<file path="src/rtl/ex_trap_arb.sv">
// External interrupt arbiter feeding the core trap request; optional EX_TRAP_EDGE_EN selects edge-triggered pending.
// Latency: source sampled at edge N+1 into pending, request valid after edge N+2; valid/claim are registered.
// Backpressure: valid holds in REQ until ex_trap_ready_i; no new request while a channel is in service.
module ex_trap_arb #(
    parameter int CH_NUM = 8,
    parameter int PRIO_W = 3,
    localparam int ID_W = (CH_NUM > 1) ? $clog2(CH_NUM) : 1
) (
    input  logic                     clk,
    input  logic                     rst,
    input  logic [CH_NUM-1:0]        irq_src_i,
    input  logic [CH_NUM-1:0]        irq_en_i,
    input  logic [CH_NUM*PRIO_W-1:0] irq_prio_i,
    output logic                     ex_trap_valid_o,
    input  logic                     ex_trap_ready_i,
    output logic [ID_W-1:0]          claim_id_o,
    input  logic                     complete_i,
    input  logic [ID_W-1:0]          complete_id_i,
    output logic [CH_NUM-1:0]        pending_o,
    output logic                     busy_o
);

    typedef enum logic [1:0] {
        ST_IDLE = 2'd0,
        ST_REQ  = 2'd1,
        ST_SERV = 2'd2
    } state_t;

    state_t              state;
    logic [CH_NUM-1:0]   pending;
    logic                valid_q;
    logic                busy_q;
    logic [ID_W-1:0]     claim_q;

    logic [PRIO_W-1:0]   prio [CH_NUM];
    logic [CH_NUM-1:0]   cand;
    logic [CH_NUM-1:0]   set_vec;
    logic [CH_NUM-1:0]   clr_vec;
    logic                any_cand;
    logic [ID_W-1:0]     win_id;
    logic [PRIO_W-1:0]   win_prio;
    logic                hs;

`ifdef EX_TRAP_EDGE_EN
    logic [CH_NUM-1:0]   src_q;
`endif

    assign hs = valid_q & ex_trap_ready_i;

    always_comb begin
        any_cand = 1'b0;
        win_id   = '0;
        win_prio = '0;
        for (int i = 0; i < CH_NUM; i++) begin
            prio[i] = irq_prio_i[i*PRIO_W +: PRIO_W];
            cand[i] = pending[i] & irq_en_i[i] & (prio[i] != '0);
        end
        // Strict compare keeps the lowest index on ties.
        for (int i = 0; i < CH_NUM; i++) begin
            if (cand[i] && (prio[i] > win_prio)) begin
                any_cand = 1'b1;
                win_id   = ID_W'(i);
                win_prio = prio[i];
            end
        end
    end

    always_comb begin
`ifdef EX_TRAP_EDGE_EN
        // Edges during service of the same channel are kept and re-requested later.
        set_vec = irq_src_i & ~src_q;
`else
        set_vec = irq_src_i;
        if (state == ST_SERV) begin
            set_vec[claim_q] = 1'b0;
        end
`endif
        clr_vec = '0;
        if (hs) begin
            clr_vec[claim_q] = 1'b1;
        end
    end

    always_ff @(posedge clk) begin
        if (rst) begin
            state   <= ST_IDLE;
            pending <= '0;
            valid_q <= 1'b0;
            busy_q  <= 1'b0;
            claim_q <= '0;
`ifdef EX_TRAP_EDGE_EN
            src_q   <= '0;
`endif
        end else begin
            // Clear beats a same-cycle set on the claimed bit.
            pending <= (pending | set_vec) & ~clr_vec;
`ifdef EX_TRAP_EDGE_EN
            src_q   <= irq_src_i;
`endif
            case (state)
                ST_IDLE: begin
                    if (any_cand) begin
                        state   <= ST_REQ;
                        claim_q <= win_id;
                        valid_q <= 1'b1;
                    end
                end
                ST_REQ: begin
                    if (hs) begin
                        state   <= ST_SERV;
                        valid_q <= 1'b0;
                        busy_q  <= 1'b1;
                    end else if (!cand[claim_q]) begin
                        state   <= ST_IDLE;
                        valid_q <= 1'b0;
                    end else if (win_prio > prio[claim_q]) begin
                        claim_q <= win_id;
                    end
                end
                ST_SERV: begin
                    if (complete_i && (complete_id_i == claim_q)) begin
                        state  <= ST_IDLE;
                        busy_q <= 1'b0;
                    end
                end
                default: begin
                    state   <= ST_IDLE;
                    valid_q <= 1'b0;
                    busy_q  <= 1'b0;
                end
            endcase
        end
    end

    assign ex_trap_valid_o = valid_q;
    assign claim_id_o      = claim_q;
    assign pending_o       = pending;
    assign busy_o          = busy_q;

endmodule

</file>
<file path="config.mk">
export PLATFORM = sky130hd
export DESIGN_NAME = ex_trap_arb
export DESIGN_NICKNAME = d
export VERILOG_FILES = /design/src/rtl/ex_trap_arb.sv
export SDC_FILE = /design/constraint.sdc
export NUM_CORES = 1
export LEC_CHECK = 0
export CORE_AREA = 2 2 86 88
export DETAILED_ROUTE_END_ITERATION = 7
export DIE_AREA = 0 0 88 90
export GPL_TIMING_DRIVEN = 0
export SYNTH_ARGS = -nofsm -noshare
export SYNTH_HDL_FRONTEND = slang
export SYNTH_SLANG_ARGS = --single-unit
</file>
<file path="constraint.sdc">
create_clock -name clk -period 16.6 [get_ports clk]
set_input_delay 3.32 -clock clk [delete_from_list [all_inputs] [get_ports clk]]
set_output_delay 3.32 -clock clk [all_outputs]
set_load 0.02 [all_outputs]
</file>
# --- Word level (Yosys, flattened, before mapping) ---
# Index checks and enable logic that the tools add are counted.
word_totals:
  rom_bits: 0
  ramBits: 0
  n_memories: 0
  ff_bits: 15
  output_inout_bits: 13
  latchBits: 0
classes:
  div: 0
  n_mux: 49
  n_reduce_logical: 24
  n_lt_le_gt_ge: 12
  add_sub_neg: 0
  eq_ne: 10
  bitwise: 25
  shifts: 0
  n_mul: 0
op_table:
  columns: ["cell", "n"]
  rows:
  - ["2-to-1 mux 3 bit", 20]
  - ["> comparator 3 bit", 8]
  - ["nonzero test 3 bit", 8]
  - ["AND 1 bit", 17]
  - ["AND 8 bit", 2]
  - ["2-to-1 mux 1 bit", 16]
  - ["2-to-1 mux 8 bit", 2]
  - ["NOT 8 bit", 2]
  - ["logical AND 1 bit", 10]
  - ["!= test 2 bit, second input constant", 5]
  - ["binary-select mux 3 bit (select 3 bit)", 1]
  - ["AND reduction 3 bit", 3]
  - ["2-to-1 mux 2 bit", 4]
  - ["OR 8 bit", 1]
  - ["one-hot mux 1 bit (3 select lines)", 2]
  - ["one-hot mux 2 bit (3 select lines)", 1]
  - ["one-hot mux 3 bit (2 select lines)", 1]
  - ["AND reduction 5 bit", 1]
  - ["greater-or-equal comparator 4 bit, second input constant", 1]
  - ["< comparator 3 x 4 -> 1 bit, second input constant", 1]
  - ["NOT 3 -> 4 bit", 1]
  - ["binary-select mux 1 bit (select 3 bit)", 1]
  - ["demux 1 bit (select 3 bit)", 1]
  - ["== test 3 bit", 1]
  - ["other kinds (9)", 10]

# --- Longest topological paths before layout ---
# Gate-level depths: netlist of the first run.
depth:
  ltp_word: 30
  depth_mapped: 60
  depth_no_buf: 59

# --- Least setup slack after synthesis of the first run ---
# OpenSTA, ideal clock, no wires.
synth_path:
  path_kind: "in2reg"
  start: "input irq_en_i[0]"
  end: "register claim_q[0] (netlist: claim_id_o[0])"
  t_arrival_ns: 13.212
  setup_ns: 0.130
  stages: 54
  path_slack_ns: 3.258
  path_cell_list: "nand3_1 ha_1 nor2b_1 o21a_1 o211a_1 buf_6 mux2_2 ha_1 nor2_1 nand2_1 a41oi_1 mux2_2 a31oi_1 o21ai_0 ha_1 nor3_1 maj3_1 o21ai_0 [... 18 more ...] a21oi_1 nand2_1 o31ai_1 inv_1 ha_1 a21o_1 a21oi_1 a311oi_1 inv_1 mux2_2 ha_1 a21o_1 a21oi_1 a31oi_1 a21oi_1 a21oi_1 o41ai_1 a31oi_1"
synth_via:
  elab_chain_len: 29
  elab_cells_between_ends: 52
  cone_classes: "8 x order compare; 3 x eq/ne; 30 x mux; 2 x bitwise; 9 x reduce/logical"
synth_lines:
  columns: ["item", "line_no", "rtl"]
  rows:
  - ["start: declaration", "12", "input logic [CH_NUM-1:0] irq_en_i,"]
  - ["AND 1 bit * (2 in a row)", "56", "cand[i] = pending[i] & irq_en_i[i] & (prio[i] != '0);"]
  - ["branches (longest 27 deep; another with > comparator 3 bit)", null, null]
  - ["end signal: assignment", "104", "claim_q <= win_id;"]
  - ["end signal: assignment", "117", "claim_q <= win_id;"]
  - ["end: declaration", "33", "logic [ID_W-1:0] claim_q;"]
# Every way passes the cells marked *. The select of a mux whose other input is x is not followed.
# A chain may end at the register's enable or synchronous reset.

# --- Final worst setup path of the first run ---
layout_path:
  start: "input irq_en_i[0]"
  end: "register claim_q[2] (netlist: claim_id_o[2])"
# Same word-level chain as after synthesis.

==> impl_metrics.yaml, run 1 <==
run_status:
  status: "finished, final reports clean"
power:
  p_sw_mw: 0.110
  vdd_drop_max_uv: 46.1
  p_per_area_mw_per_mm2: 85.0
  p_int_mw: 0.127
  seqPwrFrac: 0.212
  power_frac_comb: 0.663
  power_frac_clock: 0.125
  switching_share: 0.464
  p_leak_nw: 1.04
floorplan:
  ios: 60
  die_y_um: 90
  die_w_um: 88
  start_util: 0.292
  die_area_mm2: 0.00792
  fp-row-count: 31
  core_mm2: 0.00702
global_routing:
  overflow: 0
  grt_usage: 0.184
  antenna_found_initial: 0
  grt_max_degree: 11
  grt_pass1_vias: 2373
  grt_pass1_wl_um: 11900
setup_path:
  critPathMaxFanout: 10
  rr_startpoint: "pending_o[0]$_SDFF_PP0_"
  critPathLaunch: "irq_en_i[0]"
  worstSetupStartpointType: "input port"
  critical_path.max_stage_delay_ns: 0.63
  cp_common_cell: "ha_1"
  cp.required_ns: 16.71
  path_class: "in2reg"
  cp-end-kind: "flop"
  worst_path_max_delay_cell: "o21ai_0"
  cp.arrival_ns: 15.73
cts:
  cts_resized: 0
  cts.clk_slew.worst_paths_ns: 0.06
  cts_htree_levels: 1
  cts_tree: "done"
  cts_sinks: 15
  post_cts_buffers: 0
  hold_buffers: 0
  clk_latency_ns: 0.25
  cts_root_buf: "clkbuf_8"
  cts_buffers: 3
  clockBufferDepth: 2
logic_synthesis:
  async_flop_share: 0
  synth_top_area_frac: 0.147
  syn_area_mm2: 0.00205
  synth_edf_count: 0
  yosys_warnings: 0
  ys_seq_area_frac: 0.147
  yosys.area.top_type: "dfxtp_1"
  syn_inst: 297
  ys_ff_latch: 15
  avgSynthCellArea_um2: 6.90
  synth_fp_nets: 359
  synth_flop_cell: "dfxtp_1"
  synth_area_leaders: "dfxtp_1, ha_1, a21oi_1, nand2_1, nor2_1"
  synthDistinctLibCells: 58
timing:
  tightest_slew_ns: 0.835
  tns_ns: 0
  final_hold_viol_count: 0
  fin_crit_sh: 0.941
  setup_viol: 0
  slew_viol_final: 0
  grt_setup_unrepaired: "no"
  period_needed_ns: 15.62
  slew_headroom: 0.436
  max_freq_ghz: 0.0640
  finalClockSkew_ns: 0.00189
worst_hold_path:
  min_from: "busy_o$_SDFFE_PP0P_"
  hold_path_class: "reg2reg"
layout:
  area_delta_synth_final_pct: 35.6
  layout_commonest_cell: "clkdlybuf4s50_1"
  n_antenna_cell: 0
  layout.nets: 420
  finalNonFillerCells: 456
  most-common-layout-cells: "clkdlybuf4s50_1, nand2_1, a21oi_1"
  nFillCells: 757
  drive_above_1_share: 0.0448
  register_area_um2: 300
  multi_input_comb_area_mm2: 0.00162
place:
  dp_hpwl_um: 5870
  io_buffer_count: 56
  globalplace.congestion: 0.910
  place_inst: 452
flow_run:
  drv_cap: 0
route:
  totalWireLength_um: 7320
  first_iter_violations: 285
  vias_per_cell: 5.73
  ant_nets: 0
  drc: 0
  wl_per_cell_um: 16.1
  vias: 2611
  dr.pass1.iters: 5
metrics by stage:
| stage | cell area [µm²] | setup WS [ns] | power [mW] | hold slack [ns] | util |
|---|---|---|---|---|---|
| 6_report | 2780 | 0.983 | 0.236 | 0.473 | 0.396 |
| 5_1_grt | 2780 | 0.0683 | 0.257 | 0.505 | 0.396 |
| 3_5_place_dp | 2730 | 1.03 | 0.205 | 0.453 | 0.389 |
| 2_1_floorplan | 2050 | 3.26 | 0.152 | 0.500 | - |
| 4_1_cts | 2780 | 1.25 | 0.236 | 0.469 | 0.396 |
| 3_3_place_gp | 2730 | 1.18 | 0.204 | 0.457 | 0.389 |
cells by family after synthesis:
kind of cell | synth area share
AOI/OAI and AO/OA | 0.374
xor gates and xnor gates | 0.0128
buffers and inverters | 0.0641
adders and majority gates | 0.0965
DFF | 0.147
muxes | 0.0367
and+or+nand+nor | 0.269
metal layers:
metal	GRT usage	part of all wire	routed length, µm
met3	0.0174	0.069	507
met1	0.272	0.48	3530
met4	0.0423	0.0096	70
met2	0.285	0.44	3220
met5	0	0	0
sequential cells by signal (all words and copies together), names as in the netlist:
signal,count
pending_o,8
busy_o,1
state,2
ex_trap_valid_o,1
claim_id_o,3
critical path, delay by kind of cell:
kind                       cells  cell delay [ns]
AOI/OAI and AO/OA             28             6.02
adders and majority gates      9             2.65
and+or+nand+nor               10             1.58
buffers and inverters          6             1.10
muxes                          3             1.03
power by group through the flow:
stage | Clock, mW | Sequential, mW | Combinational (mW)
after floorplan | 0 | 0.0555 | 0.0969
after global placement | 0 | 0.0505 | 0.153
after detailed placement | 0 | 0.0506 | 0.154
after CTS | 0.0309 | 0.0499 | 0.155
after global routing | 0.0320 | 0.0511 | 0.174
final | 0.0296 | 0.0500 | 0.157
synth_stat cells (3+ instances only):
cell type,count
or2_2,4
nand2_1,28
a31oi_1,8
o22ai_1,6
nand4_1,3
o21ai_0,12
nand3_1,17
a211oi_1,8
nor3_1,13
nor2b_1,3
a21o_1,4
mux2_2,4
mux2i_1,3
inv_1,19
a21oi_1,28
o41ai_1,3
o311a_1,3
ha_1,15
xnor2_1,3
o31ai_1,3
o2111ai_1,3
nand2b_1,6
and3_1,5
o311ai_0,4
clkbuf_1,11
nor2_1,24
o211a_1,3
dfxtp_1,15
cell type report:
cell class,count,share of cell area
multi-input cells,249,0.582
repair buffers,56,0.202
flip-flops and latches,15,0.108
well taps,99,0.0446
inverters,19,0.0257
plain buffers,14,0.0216
clock buffers,4,0.0162
worst paths after layout:
kind | to | slack (ns) | depth (start not counted)
hold reg to reg | busy_o$_SDFFE_PP0P_ | 0.47 | 2
hold / removal | busy_o$_SDFFE_PP0P_ | 0.47 | 2
setup reg to reg | claim_id_o[2]$_SDFFE_PP0P_ | 4.11 | 55
setup / recovery | claim_id_o[2]$_SDFFE_PP0P_ | 0.98 | 56
Note: power is estimated with default switching activity, not from simulation.
==> run 2: changes to the inputs <==
--- a/config.mk
+++ b/config.mk
@@ -5,10 +5,11 @@
 export SDC_FILE = /design/constraint.sdc
 export NUM_CORES = 1
 export LEC_CHECK = 0
-export CORE_AREA = 2 2 86 88
+export CORE_AREA = 2 2 69 71
 export DETAILED_ROUTE_END_ITERATION = 7
-export DIE_AREA = 0 0 88 90
+export DIE_AREA = 0 0 71 73
 export GPL_TIMING_DRIVEN = 0
+export PLACE_DENSITY = 0.78
 export SYNTH_ARGS = -nofsm -noshare
 export SYNTH_HDL_FRONTEND = slang
 export SYNTH_SLANG_ARGS = --single-unit
==> impl_metrics.yaml, run 2 (same netlist as run 1, synthesis figures left out) <==
timing:
  max_freq_ghz: 0.0652
  tns_ns: 0
  setup_viol: 0
  slew_headroom: 0.465
  tightest_slew_ns: 0.793
  period_needed_ns: 15.34
  finalClockSkew_ns: 0.00533
  grt_setup_unrepaired: "no"
  hold_slack_ns: 0.467
  fin_crit_sh: 0.924
  final_hold_viol_count: 0
  slew_viol_final: 0
power:
  switching_share: 0.463
  power_frac_comb: 0.663
  power_frac_clock: 0.127
  p_sw_mw: 0.109
  vdd_drop_max_uv: 66.1
  power_mw: 0.236
  p_leak_nw: 1.04
  seqPwrFrac: 0.210
  p_int_mw: 0.127
  p_per_area_mw_per_mm2: 86.7
global_routing:
  grt_usage: 0.266
  grt_max_degree: 11
  grt_pass1_vias: 2409
  overflow: 0
  grt_pass1_wl_um: 11200
  antenna_found_initial: 0
layout:
  layout_commonest_cell: "clkdlybuf4s50_1"
  drive_above_1_share: 0.0448
  area_delta_synth_final_pct: 32.9
  nFillCells: 433
  finalNonFillerCells: 411
  most-common-layout-cells: "clkdlybuf4s50_1, nand2_1, a21oi_1"
  layout.nets: 420
  n_antenna_cell: 0
  largest_reg_flops: 8
  utilization: 0.600
cts:
  cts_htree_levels: 1
  clk_latency_ns: 0.25
  cts_sinks: 15
  hold_buffers: 0
  cts_resized: 0
  cts_buffers: 3
  cts_tree: "done"
  cts_root_buf: "clkbuf_8"
  clockBufferDepth: 2
  post_cts_buffers: 0
  cts.clk_slew.worst_paths_ns: 0.06
floorplan:
  die_w_um: 71
  die_y_um: 73
  fp-row-count: 25
  start_util: 0.452
  die_area_mm2: 0.00518
  ios: 60
  core_mm2: 0.00454
route:
  vias: 2644
  wl_per_cell_um: 16.4
  vias_per_cell: 6.43
  dr.pass1.iters: 5
  totalWireLength_um: 6740
  drc: 0
  first_iter_violations: 271
  ant_nets: 0
worst_hold_path:
  min_from: "busy_o$_SDFFE_PP0P_"
  worstHoldPathCells: 2
  hold_path_class: "reg2reg"
setup_path:
  reg2reg_depth: 55
  critical_path.max_stage_delay_ns: 0.57
  rr_startpoint: "pending_o[0]$_SDFF_PP0_"
  worstSetupStartpointType: "input port"
  critPathLaunch: "irq_prio_i[1]"
  cp-end-kind: "flop"
  path_class: "in2reg"
  worst_path_max_delay_cell: "a31oi_1"
  critPathMaxFanout: 10
  cp.arrival_ns: 15.46
  r2r_slack_ns: 4.42
  cp_common_cell: "ha_1"
  cp.required_ns: 16.72
place:
  io_buffer_count: 56
  dp_hpwl_um: 5460
  place_inst: 407
  globalplace.congestion: 0.956
run_status:
  status: "finished, final reports clean"
flow_run:
  drv_cap: 0
==> run 2: cell types whose count changed in the layout (fill, tap and decap cells not counted) <==
cell,before,now
o21ai_0,12,11
o21ai_1,0,1
==> run 2: metrics by stage <==
stage	setup slack, ns	area (µm²)
3_3_place_gp	1.19	2680
3_5_place_dp	0.970	2680
5_1_grt	0.0443	2720
4_1_cts	1.16	2720
6_report	1.26	2720
2_1_floorplan	3.26	2050
==> run 2: power groups by stage <==
stage / clock network (mW) / registers (mW) / logic [mW]
6_report: 0.0299 / 0.0497 / 0.156
5_1_grt: 0.0318 / 0.0505 / 0.173
4_1_cts: 0.0301 / 0.0495 / 0.154
3_5_place_dp: 0 / 0.0502 / 0.153
3_3_place_gp: 0 / 0.0502 / 0.150
2_1_floorplan: 0 / 0.0555 / 0.0969
==> run 2: final timing paths <==
check,end
worst max register to register,claim_id_o[0]$_SDFFE_PP0P_
worst min register to register,busy_o$_SDFFE_PP0P_
worst max-delay path,claim_id_o[0]$_SDFFE_PP0P_
worst min-delay path,busy_o$_SDFFE_PP0P_
==> run 2: layer usage <==
metal | track usage | vias to the layer above | share of wire
li1 | - | 1270 | -
met1 | 0.359 | 1204 | 0.43
met2 | 0.433 | 144 | 0.45
met3 | 0.0193 | 26 | 0.080
met4 | 0.124 | 0 | 0.036
met5 | 0 | - | 0
==> run 2: worst max-delay path, delay by kind of cell <==
family | cells | cell delay, ns
compound gates | 28 | 5.83
mux | 3 | 0.97
buf+inv | 6 | 1.11
fa+ha+maj | 9 | 2.59
simple gates | 11 | 1.64
==> run 2: area by class of cell <==
| cell class | count | area (µm²) | area share |
|---|---|---|---|
| multi-input cells | 249 | 1620 | 0.594 |
| plain buffers | 14 | 60.1 | 0.0221 |
| flip-flops and latches | 15 | 300 | 0.110 |
| repair buffers | 56 | 561 | 0.206 |
| inverters | 19 | 71.3 | 0.0262 |
| clock buffers | 4 | 45.0 | 0.0166 |
| well taps | 54 | 67.6 | 0.0248 |
